<file path="src/rtl/vec_inst_queue_pkg.sv">
// Shared definitions for the vector instruction queue: data-path width,
// default queue depth and the issue-FSM state encoding.
package vec_inst_queue_pkg;

  // Scalar core data-path width (instruction word and operand width).
  localparam int unsigned VIQ_XLEN  = 32;

  // Default number of queue entries (power of two, 2..16).
  localparam int unsigned VIQ_DEPTH = 4;

  // Issue FSM toward the vector processor.
  typedef enum logic [1:0] {
    ISSUE_IDLE     = 2'd0,
    ISSUE_OFFER    = 2'd1,
    ISSUE_WAIT_ACK = 2'd2
  } issue_state_e;

endpackage : vec_inst_queue_pkg

</file>
<file path="src/rtl/vec_inst_fifo.sv">
// Storage, read/write pointers and occupancy count for the vector
// instruction queue.
//
// Ports:
//   clk      rising-edge clock
//   reset    synchronous active-low reset (pointers and count only)
//   push_i   write request; ignored while full or during flush
//   pop_i    read request; ignored while empty or during flush
//   flush_i  clear pointers and count; wins over a same-cycle push/pop
//   data_i   entry to write at the write pointer
//   data_o   entry at the read pointer (undefined while empty)
//   count_o  current occupancy, 0..DEPTH
//   full_o   occupancy equals DEPTH
module vec_inst_fifo #(
  parameter int unsigned DEPTH = 4,
  parameter int unsigned WIDTH = 96
) (
  input  logic                     clk,
  input  logic                     reset,
  input  logic                     push_i,
  input  logic                     pop_i,
  input  logic                     flush_i,
  input  logic [WIDTH-1:0]         data_i,
  output logic [WIDTH-1:0]         data_o,
  output logic [$clog2(DEPTH):0]   count_o,
  output logic                     full_o
);

  localparam int unsigned PTR_W = $clog2(DEPTH);
  localparam int unsigned CNT_W = PTR_W + 1;

  logic [WIDTH-1:0] mem_q [DEPTH];
  logic [PTR_W-1:0] wr_ptr_q, wr_ptr_d;
  logic [PTR_W-1:0] rd_ptr_q, rd_ptr_d;
  logic [CNT_W-1:0] count_q, count_d;
  logic             full;
  logic             empty;
  logic             push_ok;
  logic             pop_ok;

  assign full    = (count_q == CNT_W'(DEPTH));
  assign empty   = (count_q == '0);
  assign push_ok = push_i && !full && !flush_i;
  assign pop_ok  = pop_i && !empty && !flush_i;

  // Pointer/count next state; pointers wrap naturally as DEPTH is a power of two.
  always_comb begin
    wr_ptr_d = wr_ptr_q;
    rd_ptr_d = rd_ptr_q;
    count_d  = count_q;
    if (flush_i) begin
      wr_ptr_d = '0;
      rd_ptr_d = '0;
      count_d  = '0;
    end else begin
      if (push_ok) wr_ptr_d = wr_ptr_q + PTR_W'(1);
      if (pop_ok)  rd_ptr_d = rd_ptr_q + PTR_W'(1);
      count_d = count_q + CNT_W'(push_ok) - CNT_W'(pop_ok);
    end
  end

  // Pointer/count registers.
  always_ff @(posedge clk) begin
    if (!reset) begin
      wr_ptr_q <= '0;
      rd_ptr_q <= '0;
      count_q  <= '0;
    end else begin
      wr_ptr_q <= wr_ptr_d;
      rd_ptr_q <= rd_ptr_d;
      count_q  <= count_d;
    end
  end

  // Storage array; contents are qualified by count, so no reset is needed.
  always_ff @(posedge clk) begin
    if (push_ok) mem_q[wr_ptr_q] <= data_i;
  end

  assign data_o  = mem_q[rd_ptr_q];
  assign count_o = count_q;
  assign full_o  = full;

endmodule : vec_inst_fifo

</file>
<file path="src/rtl/vec_inst_queue.sv">
// Decoupling queue between the scalar core and the vector processor.
// Instructions with their scalar operands are buffered in a FIFO and issued
// one at a time; a new instruction is offered only after the previous one
// has been acknowledged as complete.
//
// Ports:
//   clk, reset          rising-edge clock, synchronous active-low reset
//   sp_valid            scalar core presents an instruction
//   sp_instruction      instruction word
//   sp_rs1_data/rs2     scalar operands
//   q_ready             queue not full
//   flush               discard all queued, un-issued entries
//   inst_valid          head entry offered to the vector processor
//   instruction/rs1/rs2 head entry fields (zero when not offered)
//   vec_pro_ready       vector processor accepts the offer
//   vec_pro_ack         vector processor completed the in-flight instruction
//   count               queue occupancy
//   busy                an instruction is in flight awaiting ack
module vec_inst_queue
  import vec_inst_queue_pkg::*;
#(
  parameter int unsigned DEPTH = VIQ_DEPTH,
  parameter int unsigned XLEN  = VIQ_XLEN
) (
  input  logic                   clk,
  input  logic                   reset,
  input  logic                   sp_valid,
  input  logic [XLEN-1:0]        sp_instruction,
  input  logic [XLEN-1:0]        sp_rs1_data,
  input  logic [XLEN-1:0]        sp_rs2_data,
  output logic                   q_ready,
  input  logic                   flush,
  output logic                   inst_valid,
  output logic [XLEN-1:0]        instruction,
  output logic [XLEN-1:0]        rs1_data,
  output logic [XLEN-1:0]        rs2_data,
  input  logic                   vec_pro_ready,
  input  logic                   vec_pro_ack,
  output logic [$clog2(DEPTH):0] count,
  output logic                   busy
);

  localparam int unsigned CNT_W   = $clog2(DEPTH) + 1;
  localparam int unsigned ENTRY_W = 3 * XLEN;

  issue_state_e       state_q, state_d;
  logic               pop;
  logic               fifo_full;
  logic [CNT_W-1:0]   fifo_count;
  logic [ENTRY_W-1:0] head;
  logic               offering;

  // Entry layout: {instruction, rs1, rs2}.
  vec_inst_fifo #(
    .DEPTH (DEPTH),
    .WIDTH (ENTRY_W)
  ) u_fifo (
    .clk     (clk),
    .reset   (reset),
    .push_i  (sp_valid),
    .pop_i   (pop),
    .flush_i (flush),
    .data_i  ({sp_instruction, sp_rs1_data, sp_rs2_data}),
    .data_o  (head),
    .count_o (fifo_count),
    .full_o  (fifo_full)
  );

  // Issue FSM state register.
  always_ff @(posedge clk) begin
    if (!reset) state_q <= ISSUE_IDLE;
    else        state_q <= state_d;
  end

  // Issue FSM next state; acks outside WAIT_ACK fall through unused.
  always_comb begin
    state_d = state_q;
    pop     = 1'b0;
    unique case (state_q)
      ISSUE_IDLE: begin
        if (!flush && (fifo_count != '0)) state_d = ISSUE_OFFER;
      end
      ISSUE_OFFER: begin
        if (flush) begin
          state_d = ISSUE_IDLE;
        end else if (vec_pro_ready) begin
          pop     = 1'b1;
          state_d = ISSUE_WAIT_ACK;
        end
      end
      ISSUE_WAIT_ACK: begin
        // Flush does not abort the in-flight instruction, only what is queued.
        if (vec_pro_ack) begin
          if (!flush && (fifo_count != '0)) state_d = ISSUE_OFFER;
          else                              state_d = ISSUE_IDLE;
        end
      end
      default: state_d = ISSUE_IDLE;
    endcase
  end

  // Outputs decode directly from registered state/count.
  assign offering    = (state_q == ISSUE_OFFER);
  assign inst_valid  = offering;
  assign busy        = (state_q == ISSUE_WAIT_ACK);
  assign q_ready     = !fifo_full;
  assign count       = fifo_count;
  assign instruction = offering ? head[3*XLEN-1 -: XLEN] : '0;
  assign rs1_data    = offering ? head[2*XLEN-1 -: XLEN] : '0;
  assign rs2_data    = offering ? head[XLEN-1   -: XLEN] : '0;

endmodule : vec_inst_queue

</file>
<file path="config.mk">
export PLATFORM = sky130hd
export DESIGN_NAME = vec_inst_queue
export DESIGN_NICKNAME = d
export VERILOG_FILES = /design/src/rtl/vec_inst_queue_pkg.sv /design/src/rtl/vec_inst_fifo.sv /design/src/rtl/vec_inst_queue.sv
export SDC_FILE = /design/constraint.sdc
export NUM_CORES = 1
export LEC_CHECK = 0
export CORE_MARGIN = 1
export CORE_UTILIZATION = 38
export CTS_CLUSTER_DIAMETER = 40
export DETAILED_ROUTE_END_ITERATION = 8
export PLACE_DENSITY = 0.7
export SYNTH_ARGS = -nofsm -noshare
export SYNTH_HDL_FRONTEND = slang
export SYNTH_SLANG_ARGS = --single-unit
</file>
<file path="constraint.sdc">
create_clock -name clk -period 7.13 [get_ports clk]
set_input_delay 0.713 -clock clk [delete_from_list [all_inputs] [get_ports clk]]
set_output_delay 0.713 -clock clk [all_outputs]
set_load 0.05 [all_outputs]
</file>
==> key figures <==
Outcome
  – Status: completed

Placement
  – RePlAce Congestion: a little under 0.7
  – Dpl hpwl: around 17,000 um
  – Placed cell count: ~1,400
  – Number of port buffers: ~200
  – Placed inst area: approximately 18,000 um2

GRT
  – Largest net degree at the start of global routing: 83
  – First-pass GRT wire length: approximately 46,000 um
  – Initial antenna violation count: 1
  – GR Util All Layers: ~15%
  – Vias in the first global route: 7,953
  – Total grt overflow: 0

Routing
  – DR WL met2: ~15,000 um
  – Max layer used: met5
  – Number of DRC markers in iteration 0: 314
  – DR WL/cell: around 20 um
  – ANT nets after route: 0
  – Via count: 7,192
  – Drt drc: 0
  – Length of routed met3 wiring: approximately 1700 um
  – Vias per std cell: about 4.9
  – First-pass DRT Iterations: 4
  – Wire length on met1: 12,710 um
  – Routed wire length: around 30,000 um

Clocking
  – Post-CTS Setup Bufs: 0
  – Clk root buf: clkbuf_16
  – Maximum buffer depth of the clock tree: 3
  – Clk Latency, worst-skew pair: 0.57 ns
  – CTS Buf Count: 50
  – CTS tree: built
  – Clock tree sinks: between 300 and 400
  – H-tree levels: 2
  – Hold buffer count at cts: 0
  – Post_cts resized: 0
  – Clock-pin slew on the worst setup and hold paths: roughly 0.05 ns

Critical path
  – Crit path arrival time: between 3 and 4 ns
  – Largest stage delay, worst path: 0.94 ns
  – Endpoint class of the critical path: primary output
  – Crit-path cells: buf_12 > mux4_2 > and2_1 > clkdlybuf4s50_1
  – Worst Path Required: between 6 and 7 ns
  – Maximum fanout along the worst path: 54
  – Delay-heaviest family, CP: buffers and inverters
  – WP buf/inv: 2
  – Startpoint types: flip-flop
  – Crit-path slowest cell: dfxtp_4
  – Setup Crit Path Kind: reg -> out

Die
  – Initial core utilization: slightly below 40%
  – Row count: a little over 70
  – Io pins: between 200 and 250
  – Core area: ~39,000 um2
  – DIE WIDTH: between 200 and 250 um
  – Die footprint: approximately 40,000 um2
  – Die Y: 201 um

Logic synthesis
  – Post-Synthesis Cells: between 600 and 700
  – Syn avg cell area: 22.36 um2
  – Synth area leader: edfxtp_1
  – Synth area leaders: edfxtp_1, mux4_2, and2_1, dfxtp_1, ha_1
  – Yosys cell types: 27
  – Primary FF master, synth: edfxtp_1
  – Async S/R FF share, synth: 0%
  – Synth cell count leaders: edfxtp_1, and2_1, mux4_2
  – Syn_nets: approximately 780
  – Post-synthesis sequential area ratio: roughly 78%
  – Post-synth EDFFs: ~380
  – Yosys top cell area share: 76.63%
  – Yosys warning total: 0
  – Synthesized area: around 15,000 um2
  – Most common cell in the synthesized netlist: edfxtp_1
  – Yosys reg bits: between 300 and 400

Pwr
  – Design Power: roughly 5.3 mW
  – Leak: 6.109 nW
  – Worst-case vdd ir drop: about 0.28 mV
  – Power per cell area: 275.3 nW/um2

STA
  – Final Setup Violations: 0
  – Hold Fails Final Rpt: 0
  – Fin Setup TNS: 0 ns
  – Worst Tran Pin Value: approximately 0.96 ns
  – Final period util: between 50% and 60%
  – Tmin final: 4.239 ns
  – Relative slew margins: between 30% and 40%
  – Final hold slack: between 0.4 and 0.5 ns
  – RSZ-0062 raised after global routing: no
  – Max Slew Vio Count: 0
  – Setup Skew: roughly 0.018 ns
  – F_max: roughly 240 MHz

Layout
  – Area Growth Syn to Fin: 28.59%
  – Fin area: 19,350 um2
  – Share of post-route cells with drive strength above 1: between 20% and 30%
  – NumNets Final: 1,011
  – Fill count: 3,136
  – Non-filler cells, final: approximately 1,500

Min path
  – Worst Hold Class: reg -> reg

Run
  – Max Cap Viol: 0
-- area by class of cell --
cell class / count / area (um2) / area share, %
well taps: 518 / 648.1 / 3.349
diodes: 2 / 5.005 / 0.02586
multi-input cells: 235 / 3083 / 15.93
flip-flops and latches: 395 / 11760 / 60.77
inverters: 10 / 37.54 / 0.1940
clock inverters: 36 / 402.9 / 2.082
clock buffers: 57 / 1319 / 6.815
repair buffers: 210 / 2097 / 10.84
-- routing by layer --
layer	vias to the layer above	track usage, %
met4	2	5.971
met1	3719	19.34
met2	207	25.14
met5	-	0
met3	52	3.620
li1	3212	-
-- power by group --
part,internal [mW],switching (mW),total (mW)
combinational,0.0896,0.0959,0.185
clock,1.56,0.981,2.55
sequential,2.59,0.00835,2.60
-- worst register-to-register path: cells and delay by family (launching register included) --
kind,cells,cell delay [ns]
buf+inv,1,0.72
simple gates,3,1.48
flops,1,0.45
-- stage by stage --
step	setup WS, ns	util [%]
floorplan	3.210	-
global placement	3.355	45.39
detailed placement	3.310	45.39
CTS	2.730	49.83
global route	2.595	49.83
finish	2.891	49.84
-- placed cells by master (no fill, tap or decap), types with 2 or more instances in the layout --
master / netlist / final
clkdlybuf4s50_1: 0 / 203
nand3_1: 2 / 2
bufinv_16: 0 / 6
clkinv_2: 0 / 9
clkinv_4: 0 / 3
inv_1: 10 / 10
clkinv_1: 0 / 5
mux4_2: 96 / 96
clkinvlp_4: 0 / 3
edfxtp_1: 384 / 384
ha_1: 6 / 6
clkbuf_16: 0 / 51
inv_6: 0 / 7
a21oi_1: 7 / 7
clkinv_8: 0 / 3
buf_4: 0 / 6
o21ai_0: 3 / 3
dfxtp_4: 0 / 2
dfxtp_1: 11 / 9
and2_1: 101 / 97
nor3_1: 3 / 3
and2_4: 0 / 4
nand2b_1: 2 / 2
diode_2: 0 / 2
clkbuf_1: 16 / 4
clkbuf_8: 0 / 2
nor2_1: 4 / 4
-- cells by family (layout without fill, tap and decap cells) --
logic type | Yosys count | in the layout | synth area share, %
buffers and inverters | 43 | 313 | 1.522
AND/OR/NAND/NOR | 118 | 118 | 4.847
multiplexers | 96 | 96 | 14.37
adder cells (fa/ha/maj) | 7 | 7 | 0.6319
XOR/XNOR | 1 | 1 | 0.05821
flip-flops | 395 | 395 | 78.09
other | 0 | 2 | 0
AO/OA/AOI/OAI | 13 | 13 | 0.4823
-- sequential cells by signal, indices dropped and copies added (netlist names), named ones only --
name / count
state_q: 2
u_fifo.count_o: 3
u_fifo.mem_q: 384
u_fifo.rd_ptr_q: 2
u_fifo.wr_ptr_q: 2
-- path summary, 6_finish.rpt --
path	start	end	slack, ns	depth (start not counted)
worst max register to register	u_fifo.count_o[1]	u_fifo.mem_q[3][4]	4.10	4
worst max-delay path	flip-flop	instruction[27]	2.89	4
worst min-delay path	u_fifo.rd_ptr_q[1]	flip-flop	0.48	2
worst min register to register	u_fifo.rd_ptr_q[1]	flip-flop	0.48	2
Note: power is estimated with default switching activity, not from simulation.
